===== src/rtl/cla_pkg.sv =====
// cla_pkg: shared types, constants and 4-bit lookahead helpers for the pipelined CLA adder.
package cla_pkg;
  localparam int GROUP_W = 4;
  typedef struct packed {
    logic p;
    logic g;
  } pg_t;
  function automatic logic [GROUP_W:0] lookahead4(input logic [GROUP_W-1:0] p, input logic [GROUP_W-1:0] g, input logic ci);
    logic [GROUP_W:0] c;
    c[0] = ci;
    c[1] = g[0] | (p[0] & ci);
    c[2] = g[1] | (p[1] & g[0]) | (p[1] & p[0] & ci);
    c[3] = g[2] | (p[2] & g[1]) | (p[2] & p[1] & g[0]) | (p[2] & p[1] & p[0] & ci);
    c[4] = g[3] | (p[3] & g[2]) | (p[3] & p[2] & g[1]) | (p[3] & p[2] & p[1] & g[0]) | (&p & ci);
    return c;
  endfunction
  function automatic pg_t group_pg(input logic [GROUP_W-1:0] p, input logic [GROUP_W-1:0] g);
    pg_t r;
    r.p = &p;
    r.g = g[3] | (p[3] & g[2]) | (p[3] & p[2] & g[1]) | (p[3] & p[2] & p[1] & g[0]);
    return r;
  endfunction
endpackage


===== src/rtl/cla_segment.sv =====
// cla_segment: one combinational SEG_W-bit lookahead segment built from 4-bit groups.
module cla_segment import cla_pkg::*; #(
  parameter int SEG_W = 8
) (
  input  logic [SEG_W-1:0] a,
  input  logic [SEG_W-1:0] b,
  input  logic             cin,
  output logic [SEG_W-1:0] sum,
  output logic             cout,
  output logic             p,
  output logic             g
);
  localparam int NG = SEG_W / GROUP_W;
  logic [SEG_W-1:0] pb, gb;
  assign pb = a ^ b;
  assign gb = a & b;
  for (genvar j = 0; j < NG; j++) begin : g_grp
    logic [GROUP_W:0] c;
    logic ci, pa, ga;
    pg_t pg;
    if (j == 0) begin : g_lo
      assign ci = cin;
      assign pa = pg.p;
      assign ga = pg.g;
    end else begin : g_hi
      assign ci = g_grp[j-1].c[GROUP_W];
      assign pa = pg.p & g_grp[j-1].pa;
      assign ga = pg.g | (pg.p & g_grp[j-1].ga);
    end
    assign c = lookahead4(pb[j*GROUP_W +: GROUP_W], gb[j*GROUP_W +: GROUP_W], ci);
    assign pg = group_pg(pb[j*GROUP_W +: GROUP_W], gb[j*GROUP_W +: GROUP_W]);
    assign sum[j*GROUP_W +: GROUP_W] = pb[j*GROUP_W +: GROUP_W] ^ c[GROUP_W-1:0];
  end
  assign cout = g_grp[NG-1].c[GROUP_W];
  assign p = g_grp[NG-1].pa;
  assign g = g_grp[NG-1].ga;
endmodule


===== src/rtl/pipelined_cla_adder.sv =====
// pipelined_cla_adder: segment-per-stage CLA adder/subtractor with valid/ready flow control.
// Define CLA_OVF_EN to compute and pipeline signed overflow; otherwise ovf is tied low.
module pipelined_cla_adder import cla_pkg::*; #(
  parameter int WIDTH = 32,
  parameter int SEG_W = 8
) (
  input  logic             clk,
  input  logic             rst_n,
  input  logic             in_valid,
  output logic             in_ready,
  input  logic [WIDTH-1:0] operA,
  input  logic [WIDTH-1:0] operB,
  input  logic             Cin,
  input  logic             sub,
  output logic             out_valid,
  input  logic             out_ready,
  output logic [WIDTH-1:0] resultOUT,
  output logic             Cout,
  output logic             Pout,
  output logic             Gout,
  output logic             ovf
);
  localparam int SEGS = WIDTH / SEG_W;
  logic             advance;
  logic [WIDTH-1:0] beff;
  logic             cin0;
  assign advance  = !out_valid || out_ready;
  assign in_ready = advance;
  assign beff     = sub ? ~operB : operB;
  assign cin0     = sub | Cin;
  // Each stage consumes the low segment of its remaining operands and appends its sum bits.
  for (genvar k = 0; k < SEGS; k++) begin : g_st
    localparam int IW = WIDTH - k * SEG_W;
    localparam int DW = (k + 1) * SEG_W;
    logic [IW-1:0]    a_i, b_i;
    logic [SEG_W-1:0] sum_k;
    logic [DW-1:0]    s_d, s_q;
    logic c_i, v_i, co, sp, sg, p_d, g_d;
    logic v_q, c_q, p_q, g_q;
    if (k == 0) begin : g_head
      assign a_i = operA;
      assign b_i = beff;
      assign c_i = cin0;
      assign v_i = in_valid;
      assign s_d = sum_k;
      assign p_d = sp;
      assign g_d = sg;
    end else begin : g_tail
      assign a_i = g_st[k-1].g_fwd.a_q;
      assign b_i = g_st[k-1].g_fwd.b_q;
      assign c_i = g_st[k-1].c_q;
      assign v_i = g_st[k-1].v_q;
      assign s_d = {sum_k, g_st[k-1].s_q};
      assign p_d = sp & g_st[k-1].p_q;
      assign g_d = sg | (sp & g_st[k-1].g_q);
    end
    cla_segment #(.SEG_W(SEG_W)) u_seg (
      .a    (a_i[SEG_W-1:0]),
      .b    (b_i[SEG_W-1:0]),
      .cin  (c_i),
      .sum  (sum_k),
      .cout (co),
      .p    (sp),
      .g    (sg)
    );
    always_ff @(posedge clk or negedge rst_n) begin
      if (!rst_n) begin
        v_q <= 1'b0;
        c_q <= 1'b0;
        p_q <= 1'b0;
        g_q <= 1'b0;
        s_q <= '0;
      end else if (advance) begin
        v_q <= v_i;
        if (v_i) begin
          c_q <= co;
          p_q <= p_d;
          g_q <= g_d;
          s_q <= s_d;
        end
      end
    end
    if (k < SEGS - 1) begin : g_fwd
      logic [IW-SEG_W-1:0] a_q, b_q;
      always_ff @(posedge clk or negedge rst_n) begin
        if (!rst_n) begin
          a_q <= '0;
          b_q <= '0;
        end else if (advance && v_i) begin
          a_q <= a_i[IW-1:SEG_W];
          b_q <= b_i[IW-1:SEG_W];
        end
      end
    end
`ifdef CLA_OVF_EN
    else begin : g_ovf
      logic ovf_q;
      always_ff @(posedge clk or negedge rst_n) begin
        if (!rst_n) ovf_q <= 1'b0;
        else if (advance && v_i) ovf_q <= (a_i[SEG_W-1] == b_i[SEG_W-1]) && (sum_k[SEG_W-1] != a_i[SEG_W-1]);
      end
    end
`endif
  end
  assign out_valid = g_st[SEGS-1].v_q;
  assign resultOUT = g_st[SEGS-1].s_q;
  assign Cout      = g_st[SEGS-1].c_q;
  assign Pout      = g_st[SEGS-1].p_q;
  assign Gout      = g_st[SEGS-1].g_q;
`ifdef CLA_OVF_EN
  assign ovf = g_st[SEGS-1].g_ovf.ovf_q;
`else
  assign ovf = 1'b0;
`endif
endmodule


===== config.mk =====
export PLATFORM = sky130hd
export DESIGN_NAME = pipelined_cla_adder
export DESIGN_NICKNAME = d
export VERILOG_FILES = /design/src/rtl/cla_pkg.sv /design/src/rtl/cla_segment.sv /design/src/rtl/pipelined_cla_adder.sv
export SDC_FILE = /design/constraint.sdc
export NUM_CORES = 1
export LEC_CHECK = 0
export ABC_AREA = 1
export CAP_MARGIN = 10
export CORE_MARGIN = 8
export CORE_UTILIZATION = 51
export DETAILED_ROUTE_END_ITERATION = 8
export PLACE_DENSITY = 0.74
export SETUP_SLACK_MARGIN = 0.05
export SYNTH_ARGS = -nofsm -noshare
export SYNTH_HDL_FRONTEND = slang
export SYNTH_SLANG_ARGS = --single-unit

===== constraint.sdc =====
create_clock -name clk -period 2.2 [get_ports clk]
set_input_delay 0.22 -clock clk [delete_from_list [all_inputs] [get_ports clk]]
set_output_delay 0.22 -clock clk [all_outputs]
set_load 0.02 [all_outputs]

Word-level counts from Yosys, hierarchy flattened
Cells that the tools add are included.

storage, ports and cells
  register bits = 192
  output and inout port bits = 38

operators by class
  reductions and logical operators = 17
  mux-type cells = 1
  bitwise gates (word level) = 239

operators with widths
  kind                 number
  $and A1 B1 Y1        134
  $or A1 B1 Y1         88
  $and A8 B8 Y8        4
  $mux W32             1
  $not A32 Y32         1
  $reduce_and A4 Y1    8
  $xor A4 B4 Y4        8
  $xor A8 B8 Y8        4
  $reduce_and A2 Y1    4
  $logic_and A1 B1 Y1  3
  $logic_not A1 Y1     1
  $logic_or A1 B1 Y1   1

Depth between registers and ports, before layout
  depth in word-level cells = 11
  gate-level depth with buffers = 13
  depth with buffers taken out = 11

Hierarchy
From an unflattened synthesis, not the netlist that was laid out.

second synthesis, totals
  cells, all modules = 1180
  area, all modules = 9615.5 um2

modules (own cells, without submodules)
  module                        cells each  area each (um2)  instances
  pipelined_cla_adder           954         8037.7           1
  cla_segment at g_st[3].u_seg  55          407.9            1
  cla_segment at g_st[1].u_seg  55          399.1            1
  cla_segment at g_st[0].u_seg  61          394.1            1
  cla_segment at g_st[2].u_seg  55          376.6            1

Least setup slack after synthesis
No wires, ideal clock.

  path type = input to register
  start = input sub
  end = register g_st[0].s_q[5]
  stages = 12
  arrival time = 2.076 ns
  path slack = 0.047 ns
  data required time = 2.124 ns
  path through = buf_2 buf_2 xor2_1 ha_1 nand2_1 nor2_1 nand2_1 nand3_1 inv_1 fa_1 xor2_1 o21ai_1

on the way
  cells in the longest elaborated chain, start to end = 10

RTL lines
  what                                                                line                                  RTL
  from (decl)                                                         pipelined_cla_adder.sv:14             input logic sub,
  $mux W32                                                            pipelined_cla_adder.sv:29             assign beff = sub ? ~operB : operB;
  $xor A8 B8 Y8 / $and A8 B8 Y8 (equally long branches)               cla_segment.sv:15, cla_segment.sv:16
  $and A1 B1 Y1                                                       cla_pkg.sv:14                         c[4] = g[3] | (p[3] & g[2]) | (p[3] & p[2] & g[1]) | (p[3] & p[2] & p[1] & g[0]) | (&p & ci);
  $or A1 B1 Y1 / $and A1 B1 Y1 (equally long branches) (2 in series)  cla_pkg.sv:14
  $or A1 B1 Y1 (2 in series)                                          cla_pkg.sv:14
  $and A1 B1 Y1                                                       cla_pkg.sv:11                         c[1] = g[0] | (p[0] & ci);
  $or A1 B1 Y1                                                        cla_pkg.sv:11
  $xor A4 B4 Y4 (*)                                                   cla_segment.sv:32                     assign sum[j*GROUP_W +: GROUP_W] = pb[j*GROUP_W +: GROUP_W] ^ c[GROUP_W-1:0];
  to (signal assigned)                                                pipelined_cla_adder.sv:72             s_q <= '0;
  to (signal assigned)                                                pipelined_cla_adder.sv:79             s_q <= s_d;
  to (decl)                                                           pipelined_cla_adder.sv:37             logic [DW-1:0] s_d, s_q;

Mark *: on every way between the ends. The rest lies on a longest branch, timed or not.
A chain may end at the register's enable or synchronous reset.

Worst setup path in the final report
  start = register g_st[1].g_fwd.a_q[3]
  end = register g_st[2].s_q[21]

on the way
  cells in the longest elaborated chain, start to end = 9

RTL lines
  what                                                                line                       RTL
  from (decl)                                                         pipelined_cla_adder.sv:84  logic [IW-SEG_W-1:0] a_q, b_q;
  from (signal assigned)                                              pipelined_cla_adder.sv:90  a_q <= a_i[IW-1:SEG_W];
  $xor A8 B8 Y8                                                       cla_segment.sv:15          assign pb = a ^ b;
  $and A1 B1 Y1                                                       cla_pkg.sv:14
  $or A1 B1 Y1 / $and A1 B1 Y1 (equally long branches) (2 in series)  cla_pkg.sv:14
  $or A1 B1 Y1                                                        cla_pkg.sv:14
  $or A1 B1 Y1 (*)                                                    cla_pkg.sv:14
  $and A1 B1 Y1 (*)                                                   cla_pkg.sv:11
  $or A1 B1 Y1 (*)                                                    cla_pkg.sv:11
  $xor A4 B4 Y4 (*)                                                   cla_segment.sv:32
  to (signal assigned)                                                pipelined_cla_adder.sv:72
  to (signal assigned)                                                pipelined_cla_adder.sv:79
  to (decl)                                                           pipelined_cla_adder.sv:37

Marked as above.

==> results.md <==
* Status: finished, final reports clean
* Seq cells post-synth at 192
* Final period utilization at 0.903
* Seq pwr share at 0.396
* Clock power frac at 0.222
* H-tree levels at 4
* IO Pins at 108
* Initial antenna violation count at 0
* Largest net degree at the start of global routing at 71
* Drc violations at 0
* Layout cells sized above 1 at 0.0604
* Fillers at 1418
* Clk Tree Root Cell: clkbuf_16
* Peak supply drop at 0.000611 V
* Max-slew violation count at 0
* CP Capture Point: g_st[2].s_q[21]
* Die H at 147 um
* Final ANT Viol Nets at 0
* Site row count at 48
* Switching part of the total at 0.372
* HP Class: input port to flip-flop
* Worst r2r src: g_st[1].g_fwd.a_q[3]
* HPWL after detailed placement at 13.1 mm
* Multi-input logic area at 3440 sq um
* Seq/Total Area, Yosys at 0.545
* Avg WL per Cell at 13.2 um
* P_int at 9.00 mW
* Remaining Overflow, GRT at 0
* RR Endpoint: g_st[2].s_q[21]
* Critical Path AT at 2.29 ns
* CTS tree: done
* Data required, critical path at 2.50 ns
* CTS Buf Count at 17
* Clk slew on worst S/H paths at 0.07 ns
* Die X at 147 um
* Synth Instances at 1006
* Critical Path, Cell by Cell: ha_1, a21oi_1, nand3_1, fa_1, xor2_1, nand2_1, o21ai_0
* Unrepaired setup endpoints after global routing: no
* Core ar. at 17100 sq um
* # setup viols final at 0
* Vias per std cell at 4.83
* Startpoint Class: flip-flop
* Worst path depth at 7
* Critical path's slowest cell: fa_1
* Slew HR at 0.602
* Pre-CTS setup slack at -0.124 ns
* Critical path buffers and inverters at 0
* Total number of vias at 6532
* Sink Count at 192
* Area grow syn2layout at 22.8%
* Placed instance count at 1318
* Fmax at 503 MHz
* Vias in the first global route at 6461
* Starting density of the core at 0.515
* Final setup skew at 0.00854 ns
* Layout Nets at 1223
* Setup TNS at 0 ns
* Total track usage at 0.172
* Leak at 5.38 nW
* R2R setup slack at 0.21 ns
* P per Cell Area at 1320 nW/um^2
* Crit. Startpoint: g_st[1].g_fwd.a_q[3]
* Final core occ at 0.632
* Crit Path Category: flip-flop to flip-flop
* RD Place Congestion at 0.845
* Delay-heaviest family, CP: adder cells
* Min Clock Period, post-route at 1.99 ns
* Register Area at 4800 sq um
* Post-Syn Area at 8810 sq um
* First-pass GRT wire length at 30.8 mm
* Combinational power share at 0.383
* Final hold violations at 0
* Non-filler cells, final at 1351
* Yosys warns at 0
* Worst r2r path cells at 7
* Slowest Stage Delay on Critical Path at 0.41 ns
* Count of cell types in the netlist at 30
* Leading cell type in the layout, fill and taps excluded: nand2_1
* Initial DRC Count at 411
* Clock latency on the worst-skew pair at 0.43 ns
* 1st-pass router iterations at 5
* N_diodes at 0
* Psw at 5.33 mW
* Die area at 21700 sq um
* Clock Path Buffers at 2
* Crit end category: flip-flop
* PnR worst setup slack at 0.213 ns
* Commonest non-fill, non-tap cells in the layout: nand2_1 (379), dfrtp_1 (192), clkdlybuf4s50_1 (104), inv_1 (86), o21ai_1 (72)
* Routed WL at 17.8 mm
* Port bufs at 106
* Worst-path fanout max at 4
* Syn Area/Cell at 8.76 sq um
* Worst-Margin Slew at 0.596 ns
* Synthesized net count at 1116
* Max Cap Violations at 0
-- cells by family after synthesis --
| kind of cell | after synthesis | share of synthesized area |
|---|---|---|
| xor gates and xnor gates | 40 | 0.0398 |
| and+or+nand+nor | 456 | 0.203 |
| adders and majority gates | 40 | 0.0636 |
| other | 1 | 0.000426 |
| DFF | 192 | 0.545 |
| AOI/OAI and AO/OA | 143 | 0.0832 |
| buffers and inverters | 134 | 0.0646 |
-- worst min-delay path by stage --
stage	start	endpoint	slack, ns	depth (start not counted)
floorplan	rst_n	Cout	-0.08	0
global placement	rst_n	g_st[0].g_fwd.a_q[1]	0.26	1
detailed placement	rst_n	g_st[0].g_fwd.a_q[1]	0.27	1
CTS	operA[30]	g_st[0].g_fwd.a_q[22]	0.30	3
global route	operA[29]	g_st[0].g_fwd.a_q[21]	0.31	3
finish	operA[28]	g_st[0].g_fwd.a_q[20]	0.32	3
-- synth_stat cells --
library cell	instances	area share
fa_1	8	0.018
buf_4	12	0.010
a21o_1	1	0.00085
o21bai_1	3	0.0026
o22ai_1	1	0.00071
a21oi_1	18	0.010
nand2_2	1	0.00071
nand2_1	379	0.16
inv_2	6	0.0026
buf_1	1	0.00043
conb_1	1	0.00043
ha_1	32	0.045
xnor2_1	29	0.029
o22a_1	1	0.00099
nand3_1	31	0.018
o21ai_0	45	0.026
clkbuf_1	12	0.0051
inv_1	86	0.037
nand3b_1	2	0.0017
nand4_1	1	0.00071
nor2_1	36	0.015
buf_2	17	0.0097
nor3_1	1	0.00057
a31oi_1	2	0.0014
and2_1	1	0.00071
nor2_4	2	0.0026
nor2_2	2	0.0014
xor2_1	11	0.011
o21ai_1	72	0.041
dfrtp_1	192	0.55
-- tightest hold or removal path, delay by kind of cell --
| kind | cells | cell delay [ns] |
|---|---|---|
| simple gates | 2 | 0.10 |
| buf+inv | 1 | 0.39 |
-- state kept, by name (all words and copies together), names as in the netlist --
name	flops
Cout	1
Gout	1
Pout	1
g_st.c_q	3
g_st.g_fwd.a_q	48
g_st.g_fwd.b_q	48
g_st.g_q	3
g_st.p_q	3
g_st.s_q	48
g_st.v_q	3
out_valid	1
resultOUT	32
-- layer usage --
metal | vias up | global-route usage | wire [um]
li1 | 3365 | - | -
met4 | 0 | 0.0474 | 194
met2 | 141 | 0.255 | 7660
met1 | 3011 | 0.246 | 9080
met3 | 15 | 0.0434 | 918
met5 | - | 0 | 0
-- layout make-up --
class / count / share of cell area
tap: 225 / 0.0260
inverter: 92 / 0.0319
clock inverter: 14 / 0.0164
clock buffer: 18 / 0.0406
timing repair buffer: 130 / 0.123
sequential: 192 / 0.444
multi-input combinational: 680 / 0.318
-- stage by stage --
stage / instance area (sq um) / power (mW) / hold WS, ns
2_1_floorplan: 8810 / 9.34 / -0.0756
3_3_place_gp: 10200 / 11.0 / 0.264
3_5_place_dp: 10200 / 11.2 / 0.268
4_1_cts: 10800 / 14.5 / 0.300
5_1_grt: 10800 / 15.5 / 0.310
6_report: 10800 / 14.3 / 0.317
-- power by group through the flow --
| stage | Sequential [mW] | Combinational [mW] | Clock [mW] |
|---|---|---|---|
| finish | 5.67 | 5.48 | 3.18 |
| global route | 5.84 | 6.27 | 3.36 |
| CTS | 5.67 | 5.55 | 3.23 |
| detailed placement | 5.73 | 5.48 | 0 |
| global placement | 5.66 | 5.32 | 0 |
| floorplan | 5.87 | 3.47 | 0 |
-- repair_timing --
action | in CTS | in global routing
buffers inserted | 0 | 0
hold endpoints to repair | 65 | 0
hold buffers | 1 | 0
resized for setup | 0 | 0
(Power assumes the default switching activity.)
